**src/rtl/reservation_station_if.sv**
```systemverilog
// Dispatch, operand, common-data-bus and issue signals of one reservation station.
// The station itself takes the slave side; whoever feeds it takes the master side.
interface reservation_station_if #(
  parameter int DEPTH = 4,
  parameter int TAG_W = 4
);
  localparam int CNT_W = $clog2(DEPTH) + 1;

  logic             flush;

  logic             dispatch_valid;
  logic             dispatch_ready;
  logic [3:0]       dispatch_station;
  logic [5:0]       dispatch_alu_fn;
  logic [15:0]      dispatch_immediate;
  logic [TAG_W-1:0] dispatch_dest_tag;

  logic             src1_ready;
  logic             src2_ready;
  logic [31:0]      src1_value;
  logic [31:0]      src2_value;
  logic [TAG_W-1:0] src1_tag;
  logic [TAG_W-1:0] src2_tag;

  logic             cdb_valid;
  logic [TAG_W-1:0] cdb_tag;
  logic [31:0]      cdb_value;

  logic             issue_valid;
  logic             issue_ready;
  logic [5:0]       issue_alu_fn;
  logic [31:0]      issue_op1;
  logic [31:0]      issue_op2;
  logic [15:0]      issue_immediate;
  logic [TAG_W-1:0] issue_dest_tag;

  logic [CNT_W-1:0] occupancy;

  modport master (
    output flush,
    output dispatch_valid, dispatch_station, dispatch_alu_fn, dispatch_immediate, dispatch_dest_tag,
    output src1_ready, src2_ready, src1_value, src2_value, src1_tag, src2_tag,
    output cdb_valid, cdb_tag, cdb_value,
    output issue_ready,
    input  dispatch_ready,
    input  issue_valid, issue_alu_fn, issue_op1, issue_op2, issue_immediate, issue_dest_tag,
    input  occupancy
  );

  modport slave (
    input  flush,
    input  dispatch_valid, dispatch_station, dispatch_alu_fn, dispatch_immediate, dispatch_dest_tag,
    input  src1_ready, src2_ready, src1_value, src2_value, src1_tag, src2_tag,
    input  cdb_valid, cdb_tag, cdb_value,
    input  issue_ready,
    output dispatch_ready,
    output issue_valid, issue_alu_fn, issue_op1, issue_op2, issue_immediate, issue_dest_tag,
    output occupancy
  );
endinterface

```
**src/rtl/reservation_station.sv**
```systemverilog
// Tomasulo-style reservation station: holds dispatched ops until both operands are
// known (directly or via CDB snooping) and issues the lowest-index ready entry.
module reservation_station #(
  parameter int STATION_ID = 1,
  parameter int DEPTH      = 4,
  parameter int TAG_W      = 4
) (
  input  logic                clk,
  input  logic                rst_n,
  reservation_station_if.slave rs
);
  localparam int IDX_W = $clog2(DEPTH);
  localparam int CNT_W = IDX_W + 1;
  localparam logic [3:0] STATION_CODE = 4'(STATION_ID);

  logic [DEPTH-1:0] valid_reg;
  logic [DEPTH-1:0] valid_next;
  logic [DEPTH-1:0] src1_rdy_reg;
  logic [DEPTH-1:0] src2_rdy_reg;
  logic [5:0]       alu_fn_reg   [DEPTH];
  logic [15:0]      imm_reg      [DEPTH];
  logic [TAG_W-1:0] dest_tag_reg [DEPTH];
  logic [TAG_W-1:0] src1_tag_reg [DEPTH];
  logic [TAG_W-1:0] src2_tag_reg [DEPTH];
  logic [31:0]      src1_val_reg [DEPTH];
  logic [31:0]      src2_val_reg [DEPTH];

  logic [DEPTH-1:0] eligible;
  logic [DEPTH-1:0] wake1;
  logic [DEPTH-1:0] wake2;
  logic [IDX_W-1:0] free_idx;
  logic [IDX_W-1:0] issue_idx;
  logic [CNT_W-1:0] occ_count;
  logic             has_free;
  logic             issue_any;
  logic             dispatch_fire;
  logic             issue_fire;
  logic             in1_rdy;
  logic             in2_rdy;
  logic [31:0]      in1_val;
  logic [31:0]      in2_val;

  generate
    for (genvar gi = 0; gi < DEPTH; gi++) begin : g_entry
      assign eligible[gi] = valid_reg[gi] & src1_rdy_reg[gi] & src2_rdy_reg[gi];
      assign wake1[gi]    = rs.cdb_valid && !src1_rdy_reg[gi] && (src1_tag_reg[gi] == rs.cdb_tag);
      assign wake2[gi]    = rs.cdb_valid && !src2_rdy_reg[gi] && (src2_tag_reg[gi] == rs.cdb_tag);
    end
  endgenerate

  // Descending scan so the last hit is the lowest index.
  always_comb begin
    free_idx  = '0;
    issue_idx = '0;
    occ_count = '0;
    for (int i = DEPTH - 1; i >= 0; i--) begin
      if (!valid_reg[i]) free_idx = IDX_W'(i);
      if (eligible[i])   issue_idx = IDX_W'(i);
      occ_count = occ_count + CNT_W'(valid_reg[i]);
    end
  end

  assign has_free      = ~&valid_reg;
  assign issue_any     = |eligible;
  assign dispatch_fire = rs.dispatch_valid && has_free && !rs.flush &&
                         (rs.dispatch_station == STATION_CODE);
  assign issue_fire    = issue_any && rs.issue_ready;

  // An operand broadcast in the dispatch cycle is caught on the way in.
  assign in1_rdy = rs.src1_ready || (rs.cdb_valid && (rs.cdb_tag == rs.src1_tag));
  assign in2_rdy = rs.src2_ready || (rs.cdb_valid && (rs.cdb_tag == rs.src2_tag));
  assign in1_val = rs.src1_ready ? rs.src1_value : rs.cdb_value;
  assign in2_val = rs.src2_ready ? rs.src2_value : rs.cdb_value;

  // free_idx is always an invalid slot, so it can never collide with issue_idx.
  always_comb begin
    valid_next = valid_reg;
    if (issue_fire)    valid_next[issue_idx] = 1'b0;
    if (dispatch_fire) valid_next[free_idx]  = 1'b1;
  end

  always_ff @(posedge clk or negedge rst_n) begin
    if (!rst_n) begin
      valid_reg <= '0;
    end else if (rs.flush) begin
      valid_reg <= '0;
    end else begin
      valid_reg <= valid_next;
    end
  end

  // Payload needs no reset: nothing here is observed unless the valid bit is set.
  always_ff @(posedge clk) begin
    for (int i = 0; i < DEPTH; i++) begin
      if (wake1[i]) begin
        src1_rdy_reg[i] <= 1'b1;
        src1_val_reg[i] <= rs.cdb_value;
      end
      if (wake2[i]) begin
        src2_rdy_reg[i] <= 1'b1;
        src2_val_reg[i] <= rs.cdb_value;
      end
    end
    if (dispatch_fire) begin
      alu_fn_reg[free_idx]   <= rs.dispatch_alu_fn;
      imm_reg[free_idx]      <= rs.dispatch_immediate;
      dest_tag_reg[free_idx] <= rs.dispatch_dest_tag;
      src1_tag_reg[free_idx] <= rs.src1_tag;
      src2_tag_reg[free_idx] <= rs.src2_tag;
      src1_rdy_reg[free_idx] <= in1_rdy;
      src2_rdy_reg[free_idx] <= in2_rdy;
      src1_val_reg[free_idx] <= in1_val;
      src2_val_reg[free_idx] <= in2_val;
    end
  end

  assign rs.dispatch_ready  = has_free;
  assign rs.issue_valid     = issue_any;
  assign rs.issue_alu_fn    = issue_any ? alu_fn_reg[issue_idx]   : '0;
  assign rs.issue_op1       = issue_any ? src1_val_reg[issue_idx] : '0;
  assign rs.issue_op2       = issue_any ? src2_val_reg[issue_idx] : '0;
  assign rs.issue_immediate = issue_any ? imm_reg[issue_idx]      : '0;
  assign rs.issue_dest_tag  = issue_any ? dest_tag_reg[issue_idx] : '0;
  assign rs.occupancy       = occ_count;
endmodule

```
**src/flat_wrapper.sv**
```systemverilog
// flat-port wrapper written by rule: the top's interface ports become plain ports
module reservation_station_flat 
#(
  parameter int STATION_ID = 1,
  parameter int DEPTH      = 4,
  parameter int TAG_W      = 4
)
  (clk, rst_n, rs_flush, rs_dispatch_valid, rs_dispatch_station, rs_dispatch_alu_fn, rs_dispatch_immediate, rs_dispatch_dest_tag, rs_src1_ready, rs_src2_ready, rs_src1_value, rs_src2_value, rs_src1_tag, rs_src2_tag, rs_cdb_valid, rs_cdb_tag, rs_cdb_value, rs_issue_ready, rs_dispatch_ready, rs_issue_valid, rs_issue_alu_fn, rs_issue_op1, rs_issue_op2, rs_issue_immediate, rs_issue_dest_tag, rs_occupancy);
  reservation_station_if #(.DEPTH(DEPTH), .TAG_W(TAG_W)) rs_i ();
  input  logic clk;
  input  logic rst_n;
  input wire logic [$bits(rs_i.flush)-1:0] rs_flush;
  input wire logic [$bits(rs_i.dispatch_valid)-1:0] rs_dispatch_valid;
  input wire logic [$bits(rs_i.dispatch_station)-1:0] rs_dispatch_station;
  input wire logic [$bits(rs_i.dispatch_alu_fn)-1:0] rs_dispatch_alu_fn;
  input wire logic [$bits(rs_i.dispatch_immediate)-1:0] rs_dispatch_immediate;
  input wire logic [$bits(rs_i.dispatch_dest_tag)-1:0] rs_dispatch_dest_tag;
  input wire logic [$bits(rs_i.src1_ready)-1:0] rs_src1_ready;
  input wire logic [$bits(rs_i.src2_ready)-1:0] rs_src2_ready;
  input wire logic [$bits(rs_i.src1_value)-1:0] rs_src1_value;
  input wire logic [$bits(rs_i.src2_value)-1:0] rs_src2_value;
  input wire logic [$bits(rs_i.src1_tag)-1:0] rs_src1_tag;
  input wire logic [$bits(rs_i.src2_tag)-1:0] rs_src2_tag;
  input wire logic [$bits(rs_i.cdb_valid)-1:0] rs_cdb_valid;
  input wire logic [$bits(rs_i.cdb_tag)-1:0] rs_cdb_tag;
  input wire logic [$bits(rs_i.cdb_value)-1:0] rs_cdb_value;
  input wire logic [$bits(rs_i.issue_ready)-1:0] rs_issue_ready;
  output wire logic [$bits(rs_i.dispatch_ready)-1:0] rs_dispatch_ready;
  output wire logic [$bits(rs_i.issue_valid)-1:0] rs_issue_valid;
  output wire logic [$bits(rs_i.issue_alu_fn)-1:0] rs_issue_alu_fn;
  output wire logic [$bits(rs_i.issue_op1)-1:0] rs_issue_op1;
  output wire logic [$bits(rs_i.issue_op2)-1:0] rs_issue_op2;
  output wire logic [$bits(rs_i.issue_immediate)-1:0] rs_issue_immediate;
  output wire logic [$bits(rs_i.issue_dest_tag)-1:0] rs_issue_dest_tag;
  output wire logic [$bits(rs_i.occupancy)-1:0] rs_occupancy;
  assign rs_i.flush = rs_flush;
  assign rs_i.dispatch_valid = rs_dispatch_valid;
  assign rs_i.dispatch_station = rs_dispatch_station;
  assign rs_i.dispatch_alu_fn = rs_dispatch_alu_fn;
  assign rs_i.dispatch_immediate = rs_dispatch_immediate;
  assign rs_i.dispatch_dest_tag = rs_dispatch_dest_tag;
  assign rs_i.src1_ready = rs_src1_ready;
  assign rs_i.src2_ready = rs_src2_ready;
  assign rs_i.src1_value = rs_src1_value;
  assign rs_i.src2_value = rs_src2_value;
  assign rs_i.src1_tag = rs_src1_tag;
  assign rs_i.src2_tag = rs_src2_tag;
  assign rs_i.cdb_valid = rs_cdb_valid;
  assign rs_i.cdb_tag = rs_cdb_tag;
  assign rs_i.cdb_value = rs_cdb_value;
  assign rs_i.issue_ready = rs_issue_ready;
  assign rs_dispatch_ready = rs_i.dispatch_ready;
  assign rs_issue_valid = rs_i.issue_valid;
  assign rs_issue_alu_fn = rs_i.issue_alu_fn;
  assign rs_issue_op1 = rs_i.issue_op1;
  assign rs_issue_op2 = rs_i.issue_op2;
  assign rs_issue_immediate = rs_i.issue_immediate;
  assign rs_issue_dest_tag = rs_i.issue_dest_tag;
  assign rs_occupancy = rs_i.occupancy;
  reservation_station #(.STATION_ID(STATION_ID), .DEPTH(DEPTH), .TAG_W(TAG_W)) u_core (.clk(clk), .rst_n(rst_n), .rs(rs_i));
endmodule
```
**config.mk**
```make
export PLATFORM = sky130hd
export DESIGN_NAME = reservation_station_flat
export DESIGN_NICKNAME = d
export VERILOG_FILES = /design/src/rtl/reservation_station_if.sv /design/src/rtl/reservation_station.sv /design/src/flat_wrapper.sv
export SDC_FILE = /design/constraint.sdc
export NUM_CORES = 1
export LEC_CHECK = 0
export CELL_PAD_IN_SITES_DETAIL_PLACEMENT = 1
export CELL_PAD_IN_SITES_GLOBAL_PLACEMENT = 2
export CORE_ASPECT_RATIO = 0.75
export CORE_MARGIN = 2
export CORE_UTILIZATION = 36
export DETAILED_ROUTE_END_ITERATION = 8
export PLACE_DENSITY_LB_ADDON = 0.12
export SLEW_MARGIN = 10
export SYNTH_ARGS = -nofsm -noshare
export SYNTH_HDL_FRONTEND = slang
export SYNTH_SLANG_ARGS = --single-unit
```
**constraint.sdc**
```tcl
create_clock -name clk -period 3.8 [get_ports clk]
set_clock_uncertainty 0.05 [all_clocks]
set_input_delay 0.76 -clock clk [delete_from_list [all_inputs] [get_ports clk]]
set_output_delay 0.76 -clock clk [all_outputs]
set_load 0.01 [all_outputs]
```
# Word level (Yosys, flattened, before mapping)

Memory sizes are Yosys's and may differ from the RTL's.
Cells that the tools add are included.

Flip-flop bits (word level): 12
RAM bits: 392
Input bits: 146
Output and inout bits: 95
Word-level logic and storage cells: 129
Memories: 7

Memory list:

| name                | depth | bits a word | rd ports | clocked after memory_dff | wr ports | RTL line                  | source |
|---|---|---|---|---|---|---|---|
| u_core.src1_val_reg | 4     | 32          | 1        | 0                        | 5        | reservation_station.sv:25 | `logic [31:0] src1_val_reg [DEPTH];` |
| u_core.src2_val_reg | 4     | 32          | 1        | 0                        | 5        | reservation_station.sv:26 | `logic [31:0] src2_val_reg [DEPTH];` |
| u_core.imm_reg      | 4     | 16          | 1        | 0                        | 1        | reservation_station.sv:21 | `logic [15:0] imm_reg [DEPTH];` |
| u_core.alu_fn_reg   | 4     | 6           | 1        | 0                        | 1        | reservation_station.sv:20 | `logic [5:0] alu_fn_reg [DEPTH];` |
| u_core.dest_tag_reg | 4     | 4           | 1        | 0                        | 1        | reservation_station.sv:22 | `logic [TAG_W-1:0] dest_tag_reg [DEPTH];` |
| u_core.src1_tag_reg | 4     | 4           | 4        | 0                        | 1        | reservation_station.sv:23 | `logic [TAG_W-1:0] src1_tag_reg [DEPTH];` |
| 1 more memories     | -     | -           | -        | -                        | -        | -                         |  |

$add $sub $neg: 3
$lt $le $gt $ge: 4
Eq/ne operators: 11
Multiplexer cells: 52
Bitwise operators: 11
Reduce and logical (&&, ||, !) cells: 38

Operators by type and width:

| cell                                                              | count |
|---|---|
| 2-to-1 mux 32 bit                                                 | 4 |
| equality test 4 bit                                               | 10 |
| 2-to-1 mux 1 bit                                                  | 28 |
| logical AND 1 bit                                                 | 24 |
| 2-to-1 mux 4 bit                                                  | 6 |
| 2-to-1 mux 16 bit                                                 | 1 |
| 2-to-1 mux 2 bit                                                  | 8 |
| zero test 1 bit                                                   | 10 |
| AND 1 bit                                                         | 8 |
| bitwise mux 4 bit                                                 | 2 |
| adder 3 x 1 -> 3 bit                                              | 2 |
| less-than comparator 2 x 3 -> 1 bit, second input constant        | 2 |
| 2-to-1 mux 6 bit                                                  | 1 |
| AND 4 bit                                                         | 1 |
| demux 1 bit (select 2 bit)                                        | 2 |
| equality test 4 x 1 -> 1 bit, second input constant               | 1 |
| greater-or-equal comparator 2 x 1 -> 1 bit, second input constant | 2 |
| NOT 4 bit                                                         | 1 |
| OR 4 bit                                                          | 1 |
| AND reduction 4 bit                                               | 1 |
| OR reduction 4 bit                                                | 1 |
| adder 1 x 1 -> 2 bit                                              | 1 |
| logical OR 1 bit                                                  | 2 |

# Logic depth before layout (Yosys ltp)

Gate-level depths: netlist of run 1.

Depth in word-level cells: 16
Gate-level depth with buffers: 9

# Worst setup path before layout of run 1

Ideal clock, no wire load.

Kind: input to register
From: input rs_cdb_tag[2]
To: memory u_core.src1_val_reg[2][0] (enable)
Library setup time: 0.466 ns
Arrival time: 3.931 ns
Slack: -0.646 ns
Cell stages on the path: 5
Cells stage by stage: clkbuf_1 > xor2_1 > nor3_1 > nand3_1 > o21ai_0

RTL lines:

| element         | RTL line                  | source |
|---|---|---|
| start, declared | flat_wrapper.sv:25        | `input wire logic [$bits(rs_i.cdb_tag)-1:0] rs_cdb_tag;` |
| end, declared   | reservation_station.sv:25 |  |

# Worst setup path after layout of run 1

From: register u_core.valid_reg[2]
To: output rs_issue_op1[9]

Cells in the longest elaborated chain, start to end: 7

RTL lines:

| element                        | RTL line                   | source |
|---|---|---|
| start, declared                | reservation_station.sv:16  | `logic [DEPTH-1:0] valid_reg;` |
| start signal, assigned         | reservation_station.sv:88  | `valid_reg <= valid_next;` |
| AND 1 bit * (2 in series)      | reservation_station.sv:45  | `assign eligible[gi] = valid_reg[gi] & src1_rdy_reg[gi] & src2_rdy_reg[gi];` |
| 2-to-1 mux 2 bit (3 in series) | reservation_station.sv:58  | `if (eligible[i]) issue_idx = IDX_W'(i);` |
| memory (4 x 32 bit)            | -                          |  |
| 2-to-1 mux 32 bit *            | reservation_station.sv:120 | `assign rs.issue_op1 = issue_any ? src1_val_reg[issue_idx] : '0;` |
| end, declared                  | flat_wrapper.sv:31         | `output wire logic [$bits(rs_i.issue_op1)-1:0] rs_issue_op1;` |

Mark *: on every way between the ends. The rest lies on a longest branch, timed or not.

==> results.md, run 1 <==
Place:
- OpenSTA, run right after detailed placement, puts the worst setup slack at between 0.3 and 0.4 ns.
- The number of instances in the placed design is ~2100.
- The count of buffers from port buffering is 240.
- Once placement finished, the instance area stood at around 22000 um^2.
- The sum of net half-perimeters after detailed placement is between 30000 and 40000 um.
- The placer's final routability congestion estimate is roughly 0.74.

Power and ir drop:
- The fraction of power consumed by sequential logic is between 50 and 60%.
- The fraction of power consumed by the clock network is 42.3%.
- The power per standard cell area is between 400 and 500 nW/um^2.
- Cell internal power was estimated by the tool at around 7.6 mW.
- The switching power as a share of total power is about a fifth.
- Total power for the finished layout comes to just under 10 mW.
- The analysis attributes to cell leakage a power of between 8 and 9 nW.
- In this run the power spent charging and discharging nets is roughly 2 mW.
- The highest ir drop seen on vdd is between 200 and 250 uV.
- The share of total power in combinational logic is slightly below 6%.

Logic synthesis:
- After synthesis, the mean cell area works out to about 15 um^2.
- Summing the areas of all compound-gate instances in the mapped netlist gives 9.68% of the synthesized area.
- The post-synthesis share of cell area spent on xor and xnor gates is roughly 1.9%.
- The post-synthesis sequential element count is between 400 and 500.
- By area, the combinational part of the netlist is dominated by multiplexers.
- The area share of the largest cell type after synthesis is between 60% and 70%.
- Yosys mapped a number of flops with a built-in enable equal to approximately 400.
- Of the total synthesized cell area, the portion taken by AND, OR, NAND and NOR gates is ~3.7%.
- Synthesis produced ~1200 cells.
- The count of distinct cell types in the synthesized netlist is 44.
- During synthesis, Yosys emitted a total of 0 warnings.
- Summing the areas of all fa, ha and maj instances in the mapped netlist gives less than 1% of the synthesized area.
- Multiplexer cells account for approximately 18% of the synthesized area.
- The cell with the most instances after synthesis is sky130_fd_sc_hd__edfxtp_1.
- In the post-synthesis netlist, the biggest area contributors are sky130_fd_sc_hd__edfxtp_1, sky130_fd_sc_hd__mux2_4, sky130_fd_sc_hd__mux2_2, sky130_fd_sc_hd__o21ai_0, sky130_fd_sc_hd__a221oi_1.
- The dominant register cell in the synthesized netlist is sky130_fd_sc_hd__edfxtp_1.
- The largest total area in the synthesized netlist belongs to sky130_fd_sc_hd__edfxtp_1.
- In the synthesized netlist, the cells that appear most often are sky130_fd_sc_hd__edfxtp_1, sky130_fd_sc_hd__o21ai_0, sky130_fd_sc_hd__mux2_2.
- The net count of the mapped netlist is between 1000 and 1500.
- For this run, asynchronously set or reset flops after synthesis account for less than 1%.
- The post-synthesis cell area is approximately 19000 um^2.
- The share of the Yosys chip area taken by registers is between 60% and 70%.

Global routing:
- The first global-routing pass estimated just over 80000 um of wire.
- The number of antenna violations at the first check in global routing is 2.
- The combined global-route utilization of all metal layers is between 20 and 25%.
- The via count of the first global-routing pass came to about 13000.
- The maximum number of pins on one net before global-route repair is 51.
- The leftover overflow at the end of global routing is 0.

Critical path:
- The master of the slowest instance on the critical path is sky130_fd_sc_hd__clkdlybuf4s50_1.
- The category of cells accounting for the largest share of critical-path delay is buffers and inverters.
- The maximum fanout along the worst path is 46.
- STA puts the critical path data required time at 2.99 ns.
- The sum of buffers and inverters on the critical path is 2.
- The worst setup path is launched from a flop.
- The critical path class is flop to primary output.
- At the worst endpoint, the arrival time is about 2.9 ns.
- Traced cell by cell, the critical path runs through and3_4 -> nor2_4 -> buf_12 -> a221oi_1 -> o21ai_0 -> clkdlybuf4s50_1.
- The worst setup path is captured at a primary output.
- The startpoint identified for the worst register-to-register timing path is u_core.valid_reg[2].
- The most critical setup path has its startpoint at u_core.valid_reg[2].
- The largest single stage delay on the critical path is roughly 0.63 ns.

Clock network:
- The cts-stage hold buffer count is 0.
- The clock tree from TritonCTS is done.
- The maximum clock path buffer count is 3.
- In this run, CTS created clock tree buffers numbering 44.
- The number of H-tree levels is 2.
- The clock latency of the later-clocked register in the worst-skew pair is roughly 0.55 ns.
- CTS placed an instance of sky130_fd_sc_hd__clkbuf_16 at the clock tree root.
- The clock-pin slew on the worst setup and hold paths is approximately 0.060 ns.
- For this design, the sink count on the clock tree is just over 400.

Die:
- The site row count is 72.
- The die boundary width is 268 um.
- For this design the top-level I/O count stands at ~240.
- The core region is around 52000 um^2.
- The die covers roughly 54000 um^2.
- Once the floorplan was initialized, standard cells occupied 36.5% of the core.
- The die height is just over 200 um.

Layout:
- The layout net count is between 1500 and 2000.
- Relative to the synthesized area, the layout overhead comes to 25.8%.
- The ratio of cells with drive above 1 in the final layout is ~26%.
- After the flow finishes, the layout carries non-filler instances totaling between 2000 and 2500.
- The number of inserted filler cells in the final layout is between 5000 and 6000.
- The final core utilization is approximately 46%.
- With fillers left out, the area of the finished cells amounts to around 24000 um^2.

STA:
- The pin slew with the least headroom to its limit is around 0.64 ns.
- The final hold violation count came to 0.
- The final worst-path cycle share is 96.2%.
- The clock period could shrink to ~3.7 ns.
- The max-slew violation total from the final report was 0.
- In the final timing run, aggregate negative setup slack is 0 ns.
- Timing would allow up to around 270 MHz.
- In the post-route analysis, the smallest setup slack over all paths is approximately 0.14 ns.
- Measured against its own limit, the worst slew margin works out to 57.2%.
- Setup repair after global routing left no endpoint under its margin.
- The number of endpoints failing setup at the final stage is 0.
- The worst hold-check slack is approximately 0.39 ns.

Route:
- The final wirelength is between 50000 and 60000 um.
- The number of design-rule violations left by the first detailed-router iteration is ~700.
- In the final routed layout, each cell accounts on average for around 25 um.
- For this block, the via count after detailed routing is ~12000.
- The first-pass iteration count of the detailed router is 5.
- Once detail routing completed, the nets flagged for antenna violations numbered 0.
- For this run, design rule violations remaining after detail routing come to 0.
- Using the TritonRoute via totals, the vias-per-cell ratio works out to about 5.3.

Flow run:
- The number of violations of the max-capacitance limit is 0.

Outcome:
- The run finished with clean final reports.

Worst hold path:
- The worst hold path class is input port to async pin.
-- per-layer routing --
layer  GRT usage (%)  share of wire [%]  vias to the layer above  wire length, um
met5               0              0.014                        -                8
met4            4.33                1.7                        2              966
met3            3.13                3.6                       69             1980
met2            34.0                 48                      204            26600
met1            28.4                 47                     6149            25800
li1                -                  -                     5381                -
-- final timing paths --
path                            cells past startpoint  slack [ns]                        end
worst min register to register                      2        0.53     u_core.src2_rdy_reg[2]
max in group asynchronous                           1        3.11        u_core.valid_reg[0]
worst max register to register                      7        0.97  u_core.src2_val_reg[2][9]
min in group clk                                    2        0.53     u_core.src2_rdy_reg[2]
worst max-delay path                                6        0.14            rs_issue_op1[9]
worst min-delay path                                1        0.39        u_core.valid_reg[0]
-- power groups by stage --
stage	clock network [mW]	logic [mW]	registers, mW
floorplan	0	0.244	5.05
global placement	0	0.557	5.06
detailed placement	0	0.574	5.07
CTS	4.18	0.577	4.97
global route	4.33	0.617	4.97
finish	4.07	0.571	4.97
-- cells by family after synthesis --
family / Yosys count
compound gates: 292
fa+ha+maj: 4
xor+xnor: 40
simple gates: 146
flops: 404
buf+inv: 95
mux: 260
-- layout make-up --
type	count	area (um^2)	share of cell area, %
clock inverter	19	160	0.675
tap	703	880	3.71
inverter	6	32.5	0.137
antenna	1	2.50	0.0105
multi-input combinational	742	6450	27.2
clock buffer	56	1170	4.92
timing repair buffer	290	3000	12.7
sequential	404	12000	50.7
-- what timing repair did --
item	CTS	global route
endpoints found under the setup margin	0	16
setup buffers	0	1
resized for setup	0	4
hold endpoints to repair	0	0
-- cells in the final DEF, fill, tap and decap left out, types with 4 or more instances in the layout --
cell type | synthesis | routed
sky130_fd_sc_hd__o21ai_4 | 0 | 5
sky130_fd_sc_hd__a21oi_1 | 4 | 4
sky130_fd_sc_hd__a31oi_1 | 6 | 6
sky130_fd_sc_hd__buf_12 | 6 | 18
sky130_fd_sc_hd__dfxtp_1 | 8 | 8
sky130_fd_sc_hd__a22oi_1 | 4 | 4
sky130_fd_sc_hd__nor3_1 | 11 | 11
sky130_fd_sc_hd__clkbuf_16 | 0 | 45
sky130_fd_sc_hd__nand2_1 | 96 | 93
sky130_fd_sc_hd__clkinv_1 | 0 | 10
sky130_fd_sc_hd__xor2_1 | 30 | 30
sky130_fd_sc_hd__nor2_1 | 8 | 7
sky130_fd_sc_hd__xnor2_1 | 10 | 10
sky130_fd_sc_hd__buf_4 | 0 | 32
sky130_fd_sc_hd__a221oi_1 | 90 | 90
sky130_fd_sc_hd__mux2i_1 | 4 | 4
sky130_fd_sc_hd__clkbuf_1 | 63 | 11
sky130_fd_sc_hd__clkdlybuf4s50_1 | 0 | 240
sky130_fd_sc_hd__nand2_2 | 2 | 5
sky130_fd_sc_hd__mux2_2 | 135 | 135
sky130_fd_sc_hd__nand3_1 | 12 | 10
sky130_fd_sc_hd__clkinv_2 | 0 | 5
sky130_fd_sc_hd__mux2_4 | 120 | 120
sky130_fd_sc_hd__o21ai_0 | 185 | 177
sky130_fd_sc_hd__edfxtp_1 | 392 | 392
No activity file was read; power rests on OpenSTA's default activity.
==> inputs of run 2 (changes only) <==
Settings changed: ABC_CLOCK_PERIOD_IN_PS from default to 3800, SKIP_CTS_REPAIR_TIMING from default to 1.
==> results of run 2 <==
Final layout, timing and power as in run 1 (identical DEF).
